--- src/rtl/pipe_stage_reg.sv ---
`default_nettype none
// +----------------------------------------------------------------------------+
// | Module      : pipe_stage_reg                                               |
// | Description : Valid/ready pipeline stage register with flush. SKID=1 gives |
// |               a 2-entry stage with a registered in_ready. SKID=0 gives a   |
// |               1-entry stage whose in_ready passes out_ready through.       |
// | Revision    : 1.0 - initial release                                        |
// +----------------------------------------------------------------------------+
module pipe_stage_reg #(
    parameter int unsigned      WIDTH  = 64,
    parameter logic [WIDTH-1:0] BUBBLE = '0,
    parameter bit               SKID   = 1'b1
) (
    input  logic             clk,
    input  logic             rst,
    input  logic             in_valid,
    output logic             in_ready,
    input  logic [WIDTH-1:0] in_data,
    input  logic             flush,
    output logic             out_valid,
    input  logic             out_ready,
    output logic [WIDTH-1:0] out_data,
    output logic [1:0]       occupancy
);

    // The state encoding equals the number of held entries, so it
    // drives occupancy directly.
    typedef enum logic [1:0] {
        ST_EMPTY = 2'd0,
        ST_MAIN  = 2'd1,
        ST_FULL  = 2'd2
    } state_t;

    generate
        if (SKID) begin : g_skid
            state_t           r_state;
            state_t           w_state_nxt;
            logic [WIDTH-1:0] r_main;
            logic [WIDTH-1:0] r_skid;
            logic             r_in_ready;
            logic             w_out_valid;
            logic             w_accept;
            logic             w_consume;
            logic             w_load_main_in;
            logic             w_load_main_skid;
            logic             w_load_skid;

            assign w_out_valid = (r_state != ST_EMPTY);

            // Flush masks both handshakes so a squashed edge moves no data.
            always_comb begin
                w_accept  = in_valid & r_in_ready & ~flush;
                w_consume = w_out_valid & out_ready & ~flush;
            end

            // Next-state and datapath load selects; flush always wins.
            always_comb begin
                w_state_nxt      = r_state;
                w_load_main_in   = 1'b0;
                w_load_main_skid = 1'b0;
                w_load_skid      = 1'b0;
                if (flush) begin
                    w_state_nxt = ST_EMPTY;
                end else begin
                    case (r_state)
                        ST_EMPTY: begin
                            if (w_accept) begin
                                w_state_nxt    = ST_MAIN;
                                w_load_main_in = 1'b1;
                            end
                        end
                        ST_MAIN: begin
                            if (w_accept && w_consume) begin
                                w_load_main_in = 1'b1;
                            end else if (w_accept) begin
                                w_state_nxt = ST_FULL;
                                w_load_skid = 1'b1;
                            end else if (w_consume) begin
                                w_state_nxt = ST_EMPTY;
                            end
                        end
                        ST_FULL: begin
                            // in_ready is low here, so only a consume can occur.
                            if (w_consume) begin
                                w_state_nxt      = ST_MAIN;
                                w_load_main_skid = 1'b1;
                            end
                        end
                        default: begin
                            w_state_nxt = ST_EMPTY;
                        end
                    endcase
                end
            end

            // State register; in_ready is registered from the next state, and
            // stays low through reset so the release edge cannot accept.
            always_ff @(posedge clk or negedge rst) begin
                if (!rst) begin
                    r_state    <= ST_EMPTY;
                    r_in_ready <= 1'b0;
                end else begin
                    r_state    <= w_state_nxt;
                    r_in_ready <= (w_state_nxt != ST_FULL);
                end
            end

            // Payload registers: head takes new data or the skid entry.
            always_ff @(posedge clk or negedge rst) begin
                if (!rst) begin
                    r_main <= BUBBLE;
                    r_skid <= BUBBLE;
                end else begin
                    if (w_load_main_in) begin
                        r_main <= in_data;
                    end else if (w_load_main_skid) begin
                        r_main <= r_skid;
                    end
                    if (w_load_skid) begin
                        r_skid <= in_data;
                    end
                end
            end

            assign in_ready  = r_in_ready;
            assign out_valid = w_out_valid;
            assign out_data  = w_out_valid ? r_main : BUBBLE;
            assign occupancy = r_state;
        end else begin : g_pass
            logic             r_valid;
            logic [WIDTH-1:0] r_main;
            logic             w_in_ready;
            logic             w_accept;
            logic             w_consume;

            // Single entry: room exists when empty or when the head leaves now.
            always_comb begin
                w_in_ready = ~r_valid | out_ready;
                w_accept   = in_valid & w_in_ready & ~flush;
                w_consume  = r_valid & out_ready & ~flush;
            end

            // Valid flag; an accept on a consume edge keeps the entry live.
            always_ff @(posedge clk or negedge rst) begin
                if (!rst) begin
                    r_valid <= 1'b0;
                end else if (flush) begin
                    r_valid <= 1'b0;
                end else if (w_accept) begin
                    r_valid <= 1'b1;
                end else if (w_consume) begin
                    r_valid <= 1'b0;
                end
            end

            // Head payload, replaced on every accept.
            always_ff @(posedge clk or negedge rst) begin
                if (!rst) begin
                    r_main <= BUBBLE;
                end else if (w_accept) begin
                    r_main <= in_data;
                end
            end

            assign in_ready  = w_in_ready;
            assign out_valid = r_valid;
            assign out_data  = r_valid ? r_main : BUBBLE;
            assign occupancy = {1'b0, r_valid};
        end
    endgenerate

endmodule
`default_nettype wire

--- config.mk ---
export PLATFORM = sky130hd
export DESIGN_NAME = pipe_stage_reg
export DESIGN_NICKNAME = d
export VERILOG_FILES = /design/src/rtl/pipe_stage_reg.sv
export SDC_FILE = /design/constraint.sdc
export NUM_CORES = 1
export LEC_CHECK = 0
export BUFFER_PORTS_ARGS = -buffer_cell sky130_fd_sc_hd__buf_2
export CORE_MARGIN = 1.5
export CORE_UTILIZATION = 58
export DETAILED_ROUTE_END_ITERATION = 10
export PLACE_DENSITY_LB_ADDON = 0.08
export RECOVER_POWER = 50
export SYNTH_ARGS = -nofsm -noshare
export SYNTH_HDL_FRONTEND = slang
export SYNTH_SLANG_ARGS = --single-unit
--- constraint.sdc ---
create_clock -name clk -period 4.6 [get_ports clk]
set_clock_uncertainty 0.05 [all_clocks]
set_input_delay 0.92 -clock clk [delete_from_list [all_inputs] [get_ports clk]]
set_output_delay 0.92 -clock clk [all_outputs]
set_load 0.02 [all_outputs]
==> out/qor.yml, run 1 <==
logic_synthesis:
  yosys.area.top_type: "dfrtp_1"
  synth_top_area_share_pct: 55.1
  synth_common_cells: "131 x dfrtp_1, 66 x nor2_1, 65 x nor2b_1"
  syn_avg_cell_area_um2: 11.9
  ys_seq_elements: 131
  ys.flop_type: "dfrtp_1"
  synth_nets: 570
  netlist-cell-type-count: 19
  synthArstFlopShare_pct: 100
  yosys_warnings: 0
  synth-seq-area-share_pct: 55.1
  syn_inst: 501
  synth.most_common_cell: "dfrtp_1"
  synth_area_um2: 5950
  yosys-top-cells-area: "dfrtp_1 55%, mux2_2 12%, mux2i_1 11%"
  synth_edf_count: 0
route:
  antenna_left: 0
  avgRoutedWirePerCell_um: 15.4
  firstDrtPassIters: 5
  viasPerCell: 5.21
  drtIter0Drc: 186
  vias: 4035
  drc_errors: 0
  routed_wl_mm: 12.0
floorplanning:
  coreArea_um2: 9860
  io-pin-count: 137
  row_count: 36
  start_util_pct: 60.3
  fp.dieW_um: 104
  die_area_um2: 10900
  die_y_um: 104
run_status:
  status: "finished with violations"
  violations: "capacitance limit, slew limit"
grt:
  grt_pass1_wl_mm: 19.4
  grt_max_degree: 71
  gr-usage-all-layers_pct: 22.7
  grt_overflow: 0
  grt_pass1_vias: 4042
  antenna_found_initial: 0
pwr:
  p_leak_nw: 3.29
  p_per_area_nw_per_um2: 489
  intPower_mw: 2.60
  peakVddDrop_uv: 240
  p_switching_mw: 0.928
  power_frac_comb_pct: 18.4
  swShare_pct: 26.3
  seqPwrFrac_pct: 44.6
  total_power_mw: 3.53
  clkPwrFrac_pct: 36.9
sta:
  fin_crit_sh_pct: 73.4
  hold_violations: 0
  clock.fmax_mhz: 296
  slew_headroom_pct: -16.6
  drv_slew: 172
  rsz0062_at_grt: "false"
  finalSetupViolCount: 0
  min_period_ns: 3.38
  setup-tns-final_ns: 0
  worst_pin_slew_ns: 1.75
critical_path:
  worstSetupEndpointType: "output pin"
  start_kind: "flop"
  worstPathArrival_ns: 2.41
  required_ns: 3.63
  worstSetupPathType: "reg2out"
  critical_path.max_fanout: 37
final_layout:
  instances_no_fill: 774
  antenna_cells: 0
  drive_gt1_share_pct: 37.0
  fillCellCount: 733
  syn2layout_area_growth_pct: 21.4
  seqCellArea_um2: 3280
  fin_nets: 698
  multi_input_area_um2: 2440
cts:
  cts.clk_slew.worst_paths_ns: 0.06
  ctsResizeCount: 0
  ctsHoldBuffers: 0
  clkLatencyLatePin_ns: 0.51
  cts_sinks: 131
  cts-root-buf: "clkbuf_8"
  postCtsSetupBuffers: 0
  cts_tree: "yes"
  cts_max_path_buffers: 2
  numCtsBuffers: 17
  htree_levels: 4
placed_design:
  io_buffers: 136
  gp_congestion: 0.789
  dpl.hpwl_mm: 7.60
  place_inst: 743
hold_path:
  hp-class: "reg2reg"
run:
  max-cap-violations: 4
[state kept, by name, indices dropped and copies added, names as in the netlist]
| name | flops |
|---|---|
| g_skid.r_skid | 64 |
| in_ready | 1 |
| occupancy | 2 |
| g_skid.r_main | 64 |
[cells by family after synthesis]
group                     synth area share [%]
DFF                                       55.1
xor gates and xnor gates                 0.147
buffers and inverters                     4.12
and+or+nand+nor                           12.1
AOI/OAI and AO/OA                         5.64
muxes                                     22.9
[worst max-delay path, cell delays in order (launching register included)]
cell     delay [ns]
dfrtp_1        0.44
nor2_4         0.59
buf_4          0.52
nor2b_1        0.13
buf_2          0.18
[cell usage in the layout, fill, tap and decap left out]
master | Yosys | layout
buf_2 | 7 | 133
dfrtp_1 | 131 | 131
nor2b_1 | 65 | 65
nor2_1 | 66 | 65
mux2i_1 | 64 | 64
a21oi_1 | 64 | 64
mux2_2 | 64 | 64
clkbuf_16 | 0 | 16
clkbuf_8 | 0 | 6
clkbuf_1 | 19 | 5
clkinvlp_4 | 0 | 4
buf_4 | 0 | 4
inv_1 | 3 | 3
nand2_1 | 2 | 2
o21a_1 | 2 | 2
clkinv_2 | 0 | 2
bufinv_16 | 0 | 2
xor2_1 | 1 | 1
nand3b_1 | 1 | 1
nor2_4 | 0 | 1
or3b_4 | 1 | 1
and4bb_1 | 0 | 1
nand2b_4 | 0 | 1
nor2_8 | 1 | 1
clkbuf_2 | 0 | 1
buf_12 | 6 | 1
[power by group through the flow]
stage / logic (mW) / registers (mW) / clock network, mW
3_3_place_gp: 0.631 / 1.57 / 0
2_1_floorplan: 0.475 / 1.55 / 0
4_1_cts: 0.662 / 1.58 / 1.33
5_1_grt: 0.715 / 1.61 / 1.37
6_report: 0.651 / 1.57 / 1.30
3_5_place_dp: 0.657 / 1.59 / 0
[stage by stage]
step	setup slack, ns	util (%)	area, um^2	hold slack (ns)
after CTS	1.17	73.3	7230	0.457
after detailed placement	1.50	67.4	6650	0.444
after floorplan	2.28	-	5950	0.429
after global placement	1.53	67.4	6650	0.436
final	1.22	73.2	7220	0.454
after global routing	0.626	73.2	7220	0.463
[layout make-up]
class	count	area share, %
well taps	133	2.31
multi-input cells	333	33.8
inverters	3	0.156
clock inverters	8	1.39
flip-flops and latches	131	45.4
clock buffers	23	6.74
repair buffers	143	10.2
[per-layer routing]
layer / global-route usage, % / wire, um / vias up
met5: 0 / 0 / -
met1: 27.0 / 5170 / 1979
met2: 39.3 / 6030 / 95
li1: - / - / 1948
met4: 9.13 / 178 / 0
met3: 5.89 / 568 / 13
[worst paths after layout]
check                                        from                 to  slack (ns)  cells after the start
worst max-delay path                 occupancy[1]       out_data[26]        1.22                      4
worst min-delay path            g_skid.r_skid[49]  g_skid.r_skid[49]        0.45                      1
worst max register to register       occupancy[1]  g_skid.r_skid[53]        1.55                      4
worst min register to register  g_skid.r_skid[49]  g_skid.r_skid[49]        0.45                      1
max in group asynchronous                     rst       occupancy[1]        1.32                      2
min in group asynchronous                     rst   g_skid.r_skid[0]        0.80                      1
No activity file was read; power rests on OpenSTA's default activity.
==> run 2: changes to the inputs <==
CORE_UTILIZATION = 54   (was 58)
clock period = 3.2 ns   (was 4.6 ns; I/O delays follow)
==> out/qor.yml, run 2 (synthesis results as in run 1) <==
placed_design:
  place_inst: 754  # +1.5%
  gp_congestion: 0.705  # -11%
  io_buffers: 136  # unchanged
  pre_cts_ws_ns: 0.818  # -0.684 ns
  dpl.hpwl_mm: 7.72  # +1.7%
  place_area_um2: 6760  # +1.7%
cts:
  numCtsBuffers: 17  # unchanged
  cts_max_path_buffers: 2  # unchanged
  cts.clk_slew.worst_paths_ns: 0.06  # about the same
  htree_levels: 4  # unchanged
  clkLatencyLatePin_ns: 0.51  # about the same
  postCtsSetupBuffers: 0  # unchanged
  cts-root-buf: "clkbuf_8"
  cts_sinks: 131  # unchanged
  ctsResizeCount: 0  # unchanged
  ctsHoldBuffers: 0  # unchanged
  cts_tree: "yes"
final_layout:
  instances_no_fill: 786  # +1.6%
  syn2layout_area_growth_pct: 22.6
  fin_util_pct: 67.6  # -5.6 points
  fillCellCount: 844  # +15%
  final_cell_mix: "135 x buf_2, 131 x dfrtp_1, 65 x nor2b_1, 65 x nor2_1"
  seqCellArea_um2: 3280  # unchanged
  antenna_cells: 0  # unchanged
  multi_input_area_um2: 2440  # unchanged
  fin_nets: 702  # +0.57%
  layout_commonest_cell: "buf_2"
  drive_gt1_share_pct: 37.3  # +0.33 points
  final_cell_area_um2: 7290  # +1.0%
pwr:
  p_per_area_nw_per_um2: 691  # +41%
  peakVddDrop_uv: 396  # +65%
  p_leak_nw: 3.33  # +1.1%
  total_power_mw: 5.04  # +43%
run_status:
  status: "finished with violations"
  violations: "capacitance limit, slew limit"
sta:
  rsz0062_at_grt: "false"
  slew_headroom_pct: -3.54  # +13 points
  setup-tns-final_ns: 0  # unchanged
  worst_pin_slew_ns: 1.55  # -0.196 ns
  drv_slew: 61  # -65%
  layout_setup_ws_ns: 0.707  # -0.517 ns
  clock.fmax_mhz: 401
  min_period_ns: 2.49
  timing.hold.ws_ns: 0.264  # -0.190 ns
  fin_crit_sh_pct: 77.9
  finalSetupViolCount: 0  # unchanged
  hold_violations: 0  # unchanged
critical_path:
  critical_path.max_fanout: 24  # -35%
  start_kind: "flop"
  worstSetupEndpointType: "flop"
  required_ns: 3.53  # -0.10 ns
  worstSetupPathType: "reg2reg"
  worstPathArrival_ns: 2.83  # +0.42 ns
floorplanning:
  die_y_um: 108  # +3.5%
  coreArea_um2: 10800  # +9.4%
  io-pin-count: 137  # unchanged
  die_area_um2: 11700  # +7.2%
  fp.dieW_um: 108  # +3.5%
  row_count: 38  # +5.6%
  start_util_pct: 55.1  # -5.2 points
grt:
  busiest_layer: "met2"
  gr-usage-all-layers_pct: 22.2  # -0.52 points
  grt_overflow: 0  # unchanged
  grt_pass1_wl_mm: 19.8  # +2.0%
  grt_max_degree: 66  # -7.0%
  use_met2_pct: 35.9  # -3.4 points
  use_met1_pct: 28.0  # +1.1 points
  antenna_found_initial: 0  # unchanged
  grtUsageMet3_pct: 8.32  # +2.4 points
  grt_pass1_vias: 4086  # +1.1%
hold_path:
  hp-class: "in2reg"
run:
  max-cap-violations: 1  # -3
route:
  vias: 4044  # +0.22%
  drc_errors: 0  # unchanged
  drtIter0Drc: 159  # -15%
  viasPerCell: 5.15  # -1.3%
  routed_wl_mm: 12.0  # about the same
  antenna_left: 0  # unchanged
  firstDrtPassIters: 4  # -1
  avgRoutedWirePerCell_um: 15.2  # -1.4%
[run 2: worst max-delay path: stages (launching register included)]
cell,delay (ns)
dfrtp_1,0.45
and4bb_1,0.29
nand2_1,0.10
clkbuf_1,1.04
mux2_2,0.43
[run 2: metal layers]
layer / wire (um) / vias to the layer above
met5: 0 / -
met4: 100 / 0
met3: 806 / 8
met2: 5760 / 104
met1: 5300 / 1965
li1: - / 1967
[run 2: layout make-up]
cell class / count / share of cell area [%]
clock buffer: 24 / 6.45
clock inverter: 8 / 1.39
inverter: 3 / 0.154
multi-input combinational: 333 / 33.5
sequential: 131 / 45.0
tap: 140 / 2.40
timing repair buffer: 147 / 11.2
[run 2: path summary, 6_finish.rpt]
kind / start / endpoint / slack [ns] / depth (start not counted)
max: occupancy[1] / g_skid.r_skid[51] / 0.71 / 4
min: flush / occupancy[0] / 0.26 / 2
max reg2reg: occupancy[1] / g_skid.r_skid[51] / 0.71 / 4
min reg2reg: g_skid.r_skid[28] / g_skid.r_skid[28] / 0.45 / 1
max in group asynchronous: rst / g_skid.r_main[10] / 1.39 / 2
min in group asynchronous: rst / g_skid.r_main[59] / 0.47 / 1
[run 2: report_power, final]
group | leakage, nW | internal (mW) | total (mW) | switching, mW
registers | 1.53 | 2.06 | 2.26 | 0.198
logic | 1.53 | 0.479 | 0.946 | 0.467
clock network | 0.271 | 1.17 | 1.83 | 0.664
total | 3.33 | 3.71 | 5.04 | 1.33
==> run 3: changes to the inputs <==
ABC_AREA = 1   (was not set)
CORE_UTILIZATION = 56   (was 54)
clock period = 2.6 ns   (was 3.2 ns; I/O delays follow)
==> out/qor.yml, run 3 <==
logic_synthesis:
  syn_inst: 939  # +87%
  synth_area_um2: 6820  # +15%
  yosys.area.top_type: "dfrtp_1"
  syn_avg_cell_area_um2: 7.26  # -39%
  ys_seq_elements: 131  # unchanged
  synth.most_common_cell: "nand2_1"
  synth_nets: 1008  # +77%
  ys.flop_type: "dfrtp_1"
  netlist-cell-type-count: 15  # -4
  synth-seq-area-share_pct: 48.1  # -7.0 points
  synthArstFlopShare_pct: 100  # unchanged
  synth_top_area_share_pct: 48.1  # -7.0 points
  synth_edf_count: 0  # unchanged
  yosys-top-cells-area: "dfrtp_1 48%, nand2_1 15%, nand3_1 9.5%"
  synth_common_cells: "265 x nand2_1, 134 x inv_1, 131 x dfrtp_1"
  yosys_warnings: 0  # unchanged
cts:
  ctsHoldBuffers: 0  # unchanged
  cts_sinks: 131  # unchanged
  cts_max_path_buffers: 2  # unchanged
  ctsResizeCount: 0  # unchanged
  htree_levels: 4  # unchanged
  cts-root-buf: "clkbuf_16"
  cts.clk_slew.worst_paths_ns: 0.06  # about the same
  numCtsBuffers: 17  # unchanged
  postCtsSetupBuffers: 0  # unchanged
  clkLatencyLatePin_ns: 0.41  # -0.10 ns
  cts_tree: "yes"
sta:
  rsz0062_at_grt: "false"
  fin_crit_sh_pct: 93.3
  finalSetupViolCount: 0  # unchanged
  slew_headroom_pct: 21.2  # +25 points
  hold_violations: 0  # unchanged
  setup-tns-final_ns: 0  # unchanged
  clock.fmax_mhz: 412
  drv_slew: 0  # -100%
  min_period_ns: 2.43
  worst_pin_slew_ns: 1.18  # -0.371 ns
  timing.hold.ws_ns: 0.220  # -0.0441 ns
hold_path:
  hp-class: "in2async"
floorplanning:
  row_count: 40  # +5.3%
  io-pin-count: 137  # unchanged
  start_util_pct: 57.0  # +1.9 points
  die_y_um: 113  # +5.0%
  coreArea_um2: 12000  # +11%
  die_area_um2: 12800  # +10%
  fp.dieW_um: 113  # +5.0%
route:
  vias: 6304  # +56%
  routed_wl_mm: 16.4  # +37%
  antenna_left: 0  # unchanged
  drtIter0Drc: 508  # +220%
  viasPerCell: 5.28  # +2.7%
  firstDrtPassIters: 5  # +1
  drc_errors: 0  # unchanged
  avgRoutedWirePerCell_um: 13.8  # -9.5%
placed_design:
  dpl.hpwl_mm: 9.42  # +22%
  gp_congestion: 0.766  # +8.5%
  io_buffers: 136  # unchanged
critical_path:
  r2r_start: "occupancy[0]"
  required_ns: 2.03  # -1.50 ns
  r2r_cells: 6  # +2
  critical_path.max_fanout: 46  # +92%
  worstPathArrival_ns: 1.86  # -0.97 ns
  rr_endpoint: "g_skid.r_skid[19]"
  cp-startpoint: "occupancy[0]"
  start_kind: "flop"
  timing.critical_path.cells: "nor2_4 > buf_4 > nor2_1 > buf_2"
  reg2reg_slack_ns: 0.39  # -0.32 ns
  worstSetupPathType: "reg2out"
  slowest_delay_ns: 0.47  # -0.57 ns
  cp_slowest_cell: "dfrtp_1"
  worstSetupEndpointType: "output pin"
pwr:
  p_leak_nw: 4.73  # +42%
  p_per_area_nw_per_um2: 772  # +12%
  total_power_mw: 6.24  # +24%
  peakVddDrop_uv: 511  # +29%
final_layout:
  fin_nets: 1103  # +57%
  drive_gt1_share_pct: 17.6  # -20 points
  fillCellCount: 1092  # +29%
  layout_commonest_cell: "nand2_1"
  syn2layout_area_growth_pct: 18.6
  final_cell_mix: "263 x nand2_1, 134 x inv_1, 133 x buf_2"
  fin_util_pct: 67.6  # about the same
grt:
  grt_overflow: 0  # unchanged
  grt_max_degree: 129  # +95%
  grt_pass1_wl_mm: 27.8  # +41%
  gr-usage-all-layers_pct: 27.0  # +4.8 points
  grt_pass1_vias: 5792  # +42%
  antenna_found_initial: 2  # +2
run_status:
  status: "finished clean"
run:
  max-cap-violations: 0  # -1
==> run 3: routing by layer <==
layer | routed length, um | vias up | share of wire (%) | GRT usage (%)
met1 | 7440 | 2933 | 45 | 36.5
li1 | - | 3153 | - | -
met3 | 908 | 19 | 5.5 | 5.68
met4 | 212 | 2 | 1.3 | 9.92
met2 | 7860 | 197 | 48 | 43.3
met5 | 13 | - | 0.079 | 0
==> run 3: worst max-delay path, delay by kind of cell (launching register included) <==
kind / cells / cell delay, ns
flops: 1 / 0.47
buf+inv: 2 / 0.66
simple gates: 2 / 0.31
==> run 3: power breakdown <==
group | internal [mW] | switching (mW)
registers | 2.52 | 0.252
clock network | 1.50 | 0.814
logic | 0.447 | 0.710
total | 4.46 | 1.78
==> run 3: logic make-up after synthesis <==
kind of cell | count (synthesis) | share of synthesized area (%)
buffers and inverters | 212 | 13.0
and+or+nand+nor | 532 | 34.2
AOI/OAI and AO/OA | 64 | 4.70
DFF | 131 | 48.1
==> run 3: layout make-up <==
| cell class | instances | area, um^2 | share of cell area, % |
|---|---|---|---|
| Antenna cell | 1 | 2.50 | 0.0310 |
| Multi-Input combinational cell | 596 | 2710 | 33.5 |
| Sequential cell | 131 | 3280 | 40.6 |
| Clock buffer | 25 | 495 | 6.13 |
| Clock inverter | 5 | 75.1 | 0.929 |
| Timing Repair Buffer | 153 | 832 | 10.3 |
| Tap cell | 147 | 184 | 2.28 |
| Inverter | 135 | 507 | 6.27 |
==> run 3: stage by stage <==
stage | cell area, um^2 | std cells | setup slack (ns)
4_1_cts | 8130 | 1192 | 0.140
2_1_floorplan | 6820 | 939 | 0.735
6_report | 8080 | 1193 | 0.173
5_1_grt | 8080 | 1192 | 0.0871
3_3_place_gp | 7560 | 1162 | 0.601
3_5_place_dp | 7560 | 1162 | 0.590
==> run 3: how the worst max path moves through the flow <==
stage,end,slack [ns],depth (start not counted)
after global placement,out_data[63],0.60,4
final,out_data[63],0.17,4
after CTS,out_data[63],0.14,4
after floorplan,out_valid,0.74,4
after detailed placement,out_data[63],0.59,4
after global routing,out_data[63],0.09,4
